--- config.mk ---
export PLATFORM = sky130hd
export DESIGN_NAME = frame_bank_scheduler
export DESIGN_NICKNAME = d
export VERILOG_FILES = /design/src/rtl/frame_bank_scheduler.sv
export SDC_FILE = /design/constraint.sdc
export NUM_CORES = 1
export LEC_CHECK = 0
export CELL_PAD_IN_SITES_DETAIL_PLACEMENT = 1
export CELL_PAD_IN_SITES_GLOBAL_PLACEMENT = 1
export CORE_AREA = 2 2 63 110
export CTS_BUF_LIST = sky130_fd_sc_hd__clkbuf_16
export DETAILED_ROUTE_END_ITERATION = 7
export DIE_AREA = 0 0 65 112
export GPL_TIMING_DRIVEN = 0
export PLACE_DENSITY = 0.8
export SETUP_SLACK_MARGIN = 0.05
export SKIP_LAST_GASP = 1
export SYNTH_ARGS = -nofsm -noshare
export SYNTH_HDL_FRONTEND = slang
export SYNTH_SLANG_ARGS = --single-unit
export TNS_END_PERCENT = 100
--- constraint.sdc ---
create_clock -name clk_i -period 6.79 [get_ports clk_i]
set_input_delay 2.037 -clock clk_i [delete_from_list [all_inputs] [get_ports clk_i]]
set_output_delay 2.037 -clock clk_i [all_outputs]
set_load 0.03 [all_outputs]
--- src/rtl/frame_bank_scheduler.sv ---
`default_nettype none
// ============================================================================
// Module   : frame_bank_scheduler
// Purpose  : Hands per-frame dtTicks RAM banks between the laser synchronizer
//            (writer) and the laser-trigger playback engine (reader).
//            Writes land in the current fill bank. A bank is committed when
//            its last address is written. Committed banks queue in FIFO order,
//            and each mirror zero-crossing edge releases the bank in playback
//            and takes the oldest committed bank.
// Ports    : clk_i, nrst_i             clock, async active-low reset
//            wedata_i/waddr_i/wdata_i  write strobe, address, dtTicks value
//            zc_i                      mirror zero-crossing level
//            rd_step_i                 playback consumed current word
//            bank_we_o/bank_waddr_o/bank_wdata_o  registered RAM write port
//            wr_allow_o, wr_bank_o     fill bank free / fill bank index
//            rd_valid_o, rd_bank_o, rd_addr_o     playback state
//            line_done_o, underrun_o, drop_o      single-cycle event pulses
//            ready_cnt_o               committed banks awaiting playback
// Revision : 1.0  initial release
// ============================================================================
module frame_bank_scheduler #(
  parameter int FRAME_NUMBER_P  = 5,
  parameter int FRAME_COLUMNS_P = 360
) (
  input  logic                      clk_i,
  input  logic                      nrst_i,
  input  logic                      wedata_i,
  input  logic [9:0]                waddr_i,
  input  logic [15:0]               wdata_i,
  input  logic                      zc_i,
  input  logic                      rd_step_i,
  output logic [FRAME_NUMBER_P-1:0] bank_we_o,
  output logic [9:0]                bank_waddr_o,
  output logic [15:0]               bank_wdata_o,
  output logic                      wr_allow_o,
  output logic [2:0]                wr_bank_o,
  output logic                      rd_valid_o,
  output logic [2:0]                rd_bank_o,
  output logic [9:0]                rd_addr_o,
  output logic                      line_done_o,
  output logic                      underrun_o,
  output logic                      drop_o,
  output logic [3:0]                ready_cnt_o
);

  localparam logic [3:0] NUM_BANKS = 4'(FRAME_NUMBER_P);
  localparam logic [2:0] LAST_BANK = 3'(FRAME_NUMBER_P - 1);
  localparam logic [9:0] NUM_COLS  = 10'(FRAME_COLUMNS_P);
  localparam logic [9:0] LAST_COL  = 10'(FRAME_COLUMNS_P - 1);
  localparam logic [FRAME_NUMBER_P-1:0] ONE_HOT0 = {{(FRAME_NUMBER_P-1){1'b0}}, 1'b1};

  logic [2:0]                wr_ptr;
  logic [2:0]                rd_ptr;
  logic [3:0]                ready_cnt;
  logic                      playing;
  logic                      zc_q;
  logic [9:0]                rd_addr;
  logic [FRAME_NUMBER_P-1:0] bank_we;
  logic [9:0]                bank_waddr;
  logic [15:0]               bank_wdata;
  logic                      line_done;
  logic                      underrun;
  logic                      drop;

  logic [3:0] occupancy;
  logic       accept;
  logic       commit;
  logic       zc_edge;
  logic       take;
  logic [3:0] ready_nxt;

  function automatic logic [2:0] ptr_inc(input logic [2:0] p);
    return (p == LAST_BANK) ? 3'd0 : p + 3'd1;
  endfunction

  // The bank in playback still occupies a slot until the next edge releases
  // it. Occupancy grows only on commit, so a fill already under way is
  // never blocked halfway through.
  assign occupancy = ready_cnt + {3'b000, playing};
  assign wr_allow_o = (occupancy < NUM_BANKS);

  assign accept  = wedata_i & wr_allow_o & (waddr_i < NUM_COLS);
  assign commit  = accept & (waddr_i == LAST_COL);
  assign zc_edge = (zc_i != zc_q);
  // Take uses the registered count. A bank committed in this same cycle is
  // not visible to the take until the following edge.
  assign take    = zc_edge & (ready_cnt != 4'd0);

  always_comb begin
    ready_nxt = ready_cnt;
    case ({commit, take})
      2'b10:   ready_nxt = ready_cnt + 4'd1;
      2'b01:   ready_nxt = ready_cnt - 4'd1;
      default: ready_nxt = ready_cnt;
    endcase
  end

  always_ff @(posedge clk_i or negedge nrst_i) begin
    if (!nrst_i) begin
      wr_ptr     <= 3'd0;
      rd_ptr     <= 3'd0;
      ready_cnt  <= 4'd0;
      playing    <= 1'b0;
      zc_q       <= 1'b0;
      rd_addr    <= 10'd0;
      bank_we    <= '0;
      bank_waddr <= 10'd0;
      bank_wdata <= 16'd0;
      line_done  <= 1'b0;
      underrun   <= 1'b0;
      drop       <= 1'b0;
    end else begin
      zc_q       <= zc_i;
      bank_we    <= accept ? (ONE_HOT0 << wr_ptr) : '0;
      bank_waddr <= waddr_i;
      bank_wdata <= wdata_i;
      drop       <= wedata_i & ~accept;
      ready_cnt  <= ready_nxt;
      line_done  <= 1'b0;
      underrun   <= 1'b0;

      if (commit) begin
        wr_ptr <= ptr_inc(wr_ptr);
      end

      if (zc_edge) begin
        // Release the bank in playback, then take the oldest ready bank.
        // The edge overrides any same-cycle step.
        if (playing) begin
          rd_ptr <= ptr_inc(rd_ptr);
        end
        playing  <= take;
        underrun <= ~take;
        rd_addr  <= 10'd0;
      end else if (rd_step_i && playing) begin
        if (rd_addr < LAST_COL) begin
          rd_addr <= rd_addr + 10'd1;
        end else begin
          line_done <= 1'b1;
        end
      end
    end
  end

  assign bank_we_o    = bank_we;
  assign bank_waddr_o = bank_waddr;
  assign bank_wdata_o = bank_wdata;
  assign wr_bank_o    = wr_ptr;
  assign rd_valid_o   = playing;
  assign rd_bank_o    = rd_ptr;
  assign rd_addr_o    = rd_addr;
  assign line_done_o  = line_done;
  assign underrun_o   = underrun;
  assign drop_o       = drop;
  assign ready_cnt_o  = ready_cnt;

endmodule
`default_nettype wire

Word-level counts from Yosys, hierarchy flattened --
Cells that the tools add are included.
Storage, ports and cells: register bits 56, input port bits 31, output and inout port bits 56
Operators by class: $add $sub $neg 6, order comparisons 3, eq/ne operators 6, shift operators 1, mux-type cells 11, bitwise logic cells 7, reduce and logical (&&, ||, !) cells 7
Operators with widths (count):
- $mux 10 | 3
- $lt 10x9->1 const B | 2
- $add 10x1->10 const B | 1
- $eq 10x9->1 const B | 1
- $pmux 4 s2 | 1
- $add 3x1->3 const B | 2
- $eq 3x3->1 const B | 2
- $mux 3 | 2
- $reduce_bool 2->1 | 3
- $and 1x1->1 | 5
- $mux 5 | 1
- $shl 1x3->5 const A | 1
- $add 4x1->4 | 1
- $add 4x1->4 const B | 1
- $lt 4x3->1 const B | 1
- $mux 1 | 4
- $reduce_and 2->1 | 2
- $reduce_bool 4->1 | 1
- $sub 4x1->4 const B | 1
- $eq 2x1->1 const B | 1
- $eq 2x2->1 const B | 1
- $not 1->1 | 2
- $logic_and 1x1->1 | 1
- $ne 1x1->1 | 1

Logic depth before layout (Yosys ltp) --
depth in word-level cells 7, gate-level depth with buffers 11, depth with buffers taken out 11

Least setup slack after synthesis --
OpenSTA, ideal clock, no wires.
kind input port to flip-flop, start point in wedata_i, end point reg ready_cnt[3] (netlist: ready_cnt_o[3]), data arrival time 3.821 ns, path slack 2.834 ns, stages on the path 9, path buffers 0, cell sequence inv_1 -> a211oi_1 -> nand4_4 -> ha_1 -> ha_1 -> a21o_1 -> a21oi_1 -> mux2i_1 -> xnor2_1
Between the ends: word-level cells in the longest chain between the ends 5, elaborated cells on any way between the ends 7, those cells by class eq/ne (2); mux (1); bitwise (3); reduce/logical (1)
RTL lines:
- from (decl) | RTL line 27 | input logic wedata_i,
- $and 1x1->1 * (2 in a row) | RTL line 82 | assign accept = wedata_i & wr_allow_o & (waddr_i < NUM_COLS);
- $and 1x1->1 * | RTL line 83 | assign commit = accept & (waddr_i == LAST_COL);
- $eq 2x1->1 / $eq 2x2->1 (equally long branches) | RTL line 91 | case ({commit, take})
- $pmux 4 s2 / $reduce_bool 2->1 (equally long branches)
- to (signal assigned) | RTL line 118 | ready_cnt <= ready_nxt;
- to (decl) | RTL line 54 | logic [3:0] ready_cnt;
Every way passes the cells marked *; elsewhere a longest branch is shown, timed or not. A chain may end at the register's enable or synchronous reset.

Worst setup path after layout --
start point reg playing (netlist: rd_valid_o), end point out wr_allow_o
Between the ends: word-level cells in the longest chain between the ends 2
RTL lines:
- from (decl) | RTL line 55 | logic playing;
- from (signal assigned) | RTL line 132 | playing <= take;
- $add 4x1->4 | RTL line 79 | assign occupancy = ready_cnt + {3'b000, playing};
- $lt 4x3->1 | RTL line 80 | assign wr_allow_o = (occupancy < NUM_BANKS);
- to (decl) | RTL line 35 | output logic wr_allow_o,
No other way between the ends.

==> results.yml <==
status:
  status: "finished, final reports clean"
synth:
  ys_top_cells_by_area: "dfrtp_1, ha_1, nor2_1, o21ai_0, nand2_1"
  synth_ff_type: "dfrtp_1"
  synth_seq_cells: 56
  avgSynthCellArea_um2: 12.6
  synth_top_area_frac: 0.619
  syn_nets: 225
  ys_seq_area_frac: 0.619
  ys_warn_count: 0
  yosysTopAreaCell: "dfrtp_1"
  synth_edf_count: 0
  synth_cells: 180
  synth_async_sr_flop_share: 1.00
  synth.cell_area_um2: 2260
  yosysUniqueCellTypes: 36
floorplanning:
  start_util: 0.354
  core_um2: 6390
  io_pins: 87
  dieArea_um2: 7280
  die_w_um: 65
  die_h_um: 112
  row_count: 39
grt:
  grt_pass1_vias: 1869
  overflow: 0
  grt_max_degree: 40
  antenna_found_initial: 0
  grt_use_total: 0.184
  grt_pass1_wl_mm: 9.80
clock_tree:
  cts_made_buffers: 5
  post_cts_buffers: 0
  h-tree-depth: 2
  clock-sinks: 56
  cts-root-buf: "clkbuf_16"
  path_clk_slew_ns: 0.07
  worst_skew_pair.late_latency_ns: 0.29
  tritoncts: "done"
  cts_resized: 0
  ctsHoldBuffers: 0
  ctsLongestPathBuffers: 2
place:
  io_buffer_count: 86
  placed_area_um2: 3240
  place_congestion: 0.753
  dpl.hpwl_mm: 4.66
pwr:
  vdd_drop_max_uv: 164
  p_per_area_nw_per_um2: 314
  power_leakage_nw: 1.49
sta:
  grt_setup_unrepaired: "false"
  finalSetupTns_ns: 0
  setup_violations: 0
  fmax_mhz: 223
  worst_slew_pin_slew_ns: 0.544
  max_slew_margin: 0.635
  period_needed_ns: 4.49
  fin_crit_sh: 0.662
  hold_viol: 0
  timing.final.max_slew_violations: 0
  worst_clock_skew_ns: 0.00370
cells_and_area:
  design_area_um2: 3390
  final_cell_mix: "clkdlybuf4s50_1, dfrtp_1, nor2_1, ha_1"
  syn_to_final_growth_pct: 49.6
  layout_commonest_cell: "clkdlybuf4s50_1"
  diodes: 0
  finalNetCount: 319
  layout-drive-gt1-share: 0.0655
  fill_cells: 658
setup_path:
  arrival_ns: 2.46
  crit_path_end_kind: "output pin"
  cp-start-kind: "flip-flop"
  cp_data_required_time_ns: 4.75
  path_max_fanout: 6
  critPathKind: "flip-flop to output pin"
run:
  maxCapViolCount: 0
route:
  dr.pass1.iters: 4
  dr_total_vias: 1733
  drt_wl_total_mm: 6.14
  final_antenna_net_count: 0
  drtIter0Drc: 100
  vias_per_cell: 4.85
  drc: 0
  wl_per_cell_um: 17.2
min_path:
  hold_class: "flip-flop to flip-flop"
## report_power, final
part	internal [W]	switching, W
clock	0.000136	0.000120
sequential	0.000372	0.0000461
combinational	0.000169	0.000219
## metrics by stage
step	worst slack, ns	util	hold slack (ns)	cells	power (W)
after detailed placement	2.14	0.507	0.537	349	0.000817
after global routing	2.19	0.530	0.571	357	0.00113
after global placement	1.93	0.505	0.507	348	0.000797
after floorplan	2.83	-	0.681	180	0.000649
after CTS	2.27	0.530	0.559	357	0.00108
final	2.30	0.530	0.552	357	0.00106
## synth_stat cells, drive strengths merged, types with 2 or more instances
master / n
a211oi: 2
a21o: 2
a21oi: 7
a31oi: 3
a41o: 2
and2: 5
and3: 3
clkbuf: 2
dfrtp: 56
ha: 13
inv: 11
mux2: 3
mux2i: 3
nand2: 12
nand3: 4
nand4: 4
nor2: 13
nor3b: 5
o21ai: 9
or3: 3
xnor2: 3
xor2: 3
## logic make-up (layout without fill, tap and decap cells)
| group | after synthesis | after routing | synth area share |
|---|---|---|---|
| multiplexers | 6 | 6 | 0.0282 |
| AND/OR/NAND/NOR | 53 | 53 | 0.127 |
| buffers and inverters | 14 | 109 | 0.0238 |
| flip-flops | 56 | 56 | 0.619 |
| AO/OA/AOI/OAI | 31 | 31 | 0.0984 |
| adder cells (fa/ha/maj) | 14 | 14 | 0.0807 |
| XOR/XNOR | 6 | 6 | 0.0232 |
## final cells by class
type / instances / area (µm²) / area share
flip-flops and latches: 56 / 1400 / 0.414
inverters: 11 / 41.3 / 0.0122
plain buffers: 3 / 12.5 / 0.00369
repair buffers: 87 / 876 / 0.259
multi-input cells: 110 / 808 / 0.239
clock inverters: 3 / 20.0 / 0.00591
clock buffers: 5 / 125 / 0.0369
well taps: 82 / 103 / 0.0303
## flip-flops by register name, indices dropped and copies added, names as in the netlist
| signal | count |
|---|---|
| bank_waddr_o | 10 |
| bank_wdata_o | 16 |
| bank_we_o | 5 |
| drop_o | 1 |
| line_done_o | 1 |
| rd_addr_o | 10 |
| rd_bank_o | 3 |
| rd_valid_o | 1 |
| ready_cnt_o | 4 |
| underrun_o | 1 |
| wr_bank_o | 3 |
| zc_q | 1 |
## critical path: stages (launching register included)
cell,delay [ns]
dfrtp_1,0.45
ha_1,0.26
ha_1,0.27
o22a_1,0.19
a22oi_4,0.25
clkdlybuf4s50_1,0.73
## final timing paths
check	slack, ns	cells after the start	to	startpoint
setup / recovery	2.30	5	wr_allow_o	rd_valid_o
max in group asynchronous	4.56	2	ready_cnt_o[2]	nrst_i
min in group asynchronous	1.67	1	bank_wdata_o[8]	nrst_i
setup reg to reg	3.75	11	ready_cnt_o[3]	rd_valid_o
hold / removal	0.55	1	rd_addr_o[9]	rd_addr_o[9]
hold reg to reg	0.55	1	rd_addr_o[9]	rd_addr_o[9]
## routing by layer
metal / vias up / wire, µm / track usage
li1: 811 / - / -
met3: 12 / 193 / 0.0364
met5: - / 0 / 0
met4: 0 / 127 / 0.0695
met2: 45 / 3720 / 0.349
met1: 865 / 2100 / 0.191
No activity file was read; power rests on OpenSTA's default activity.
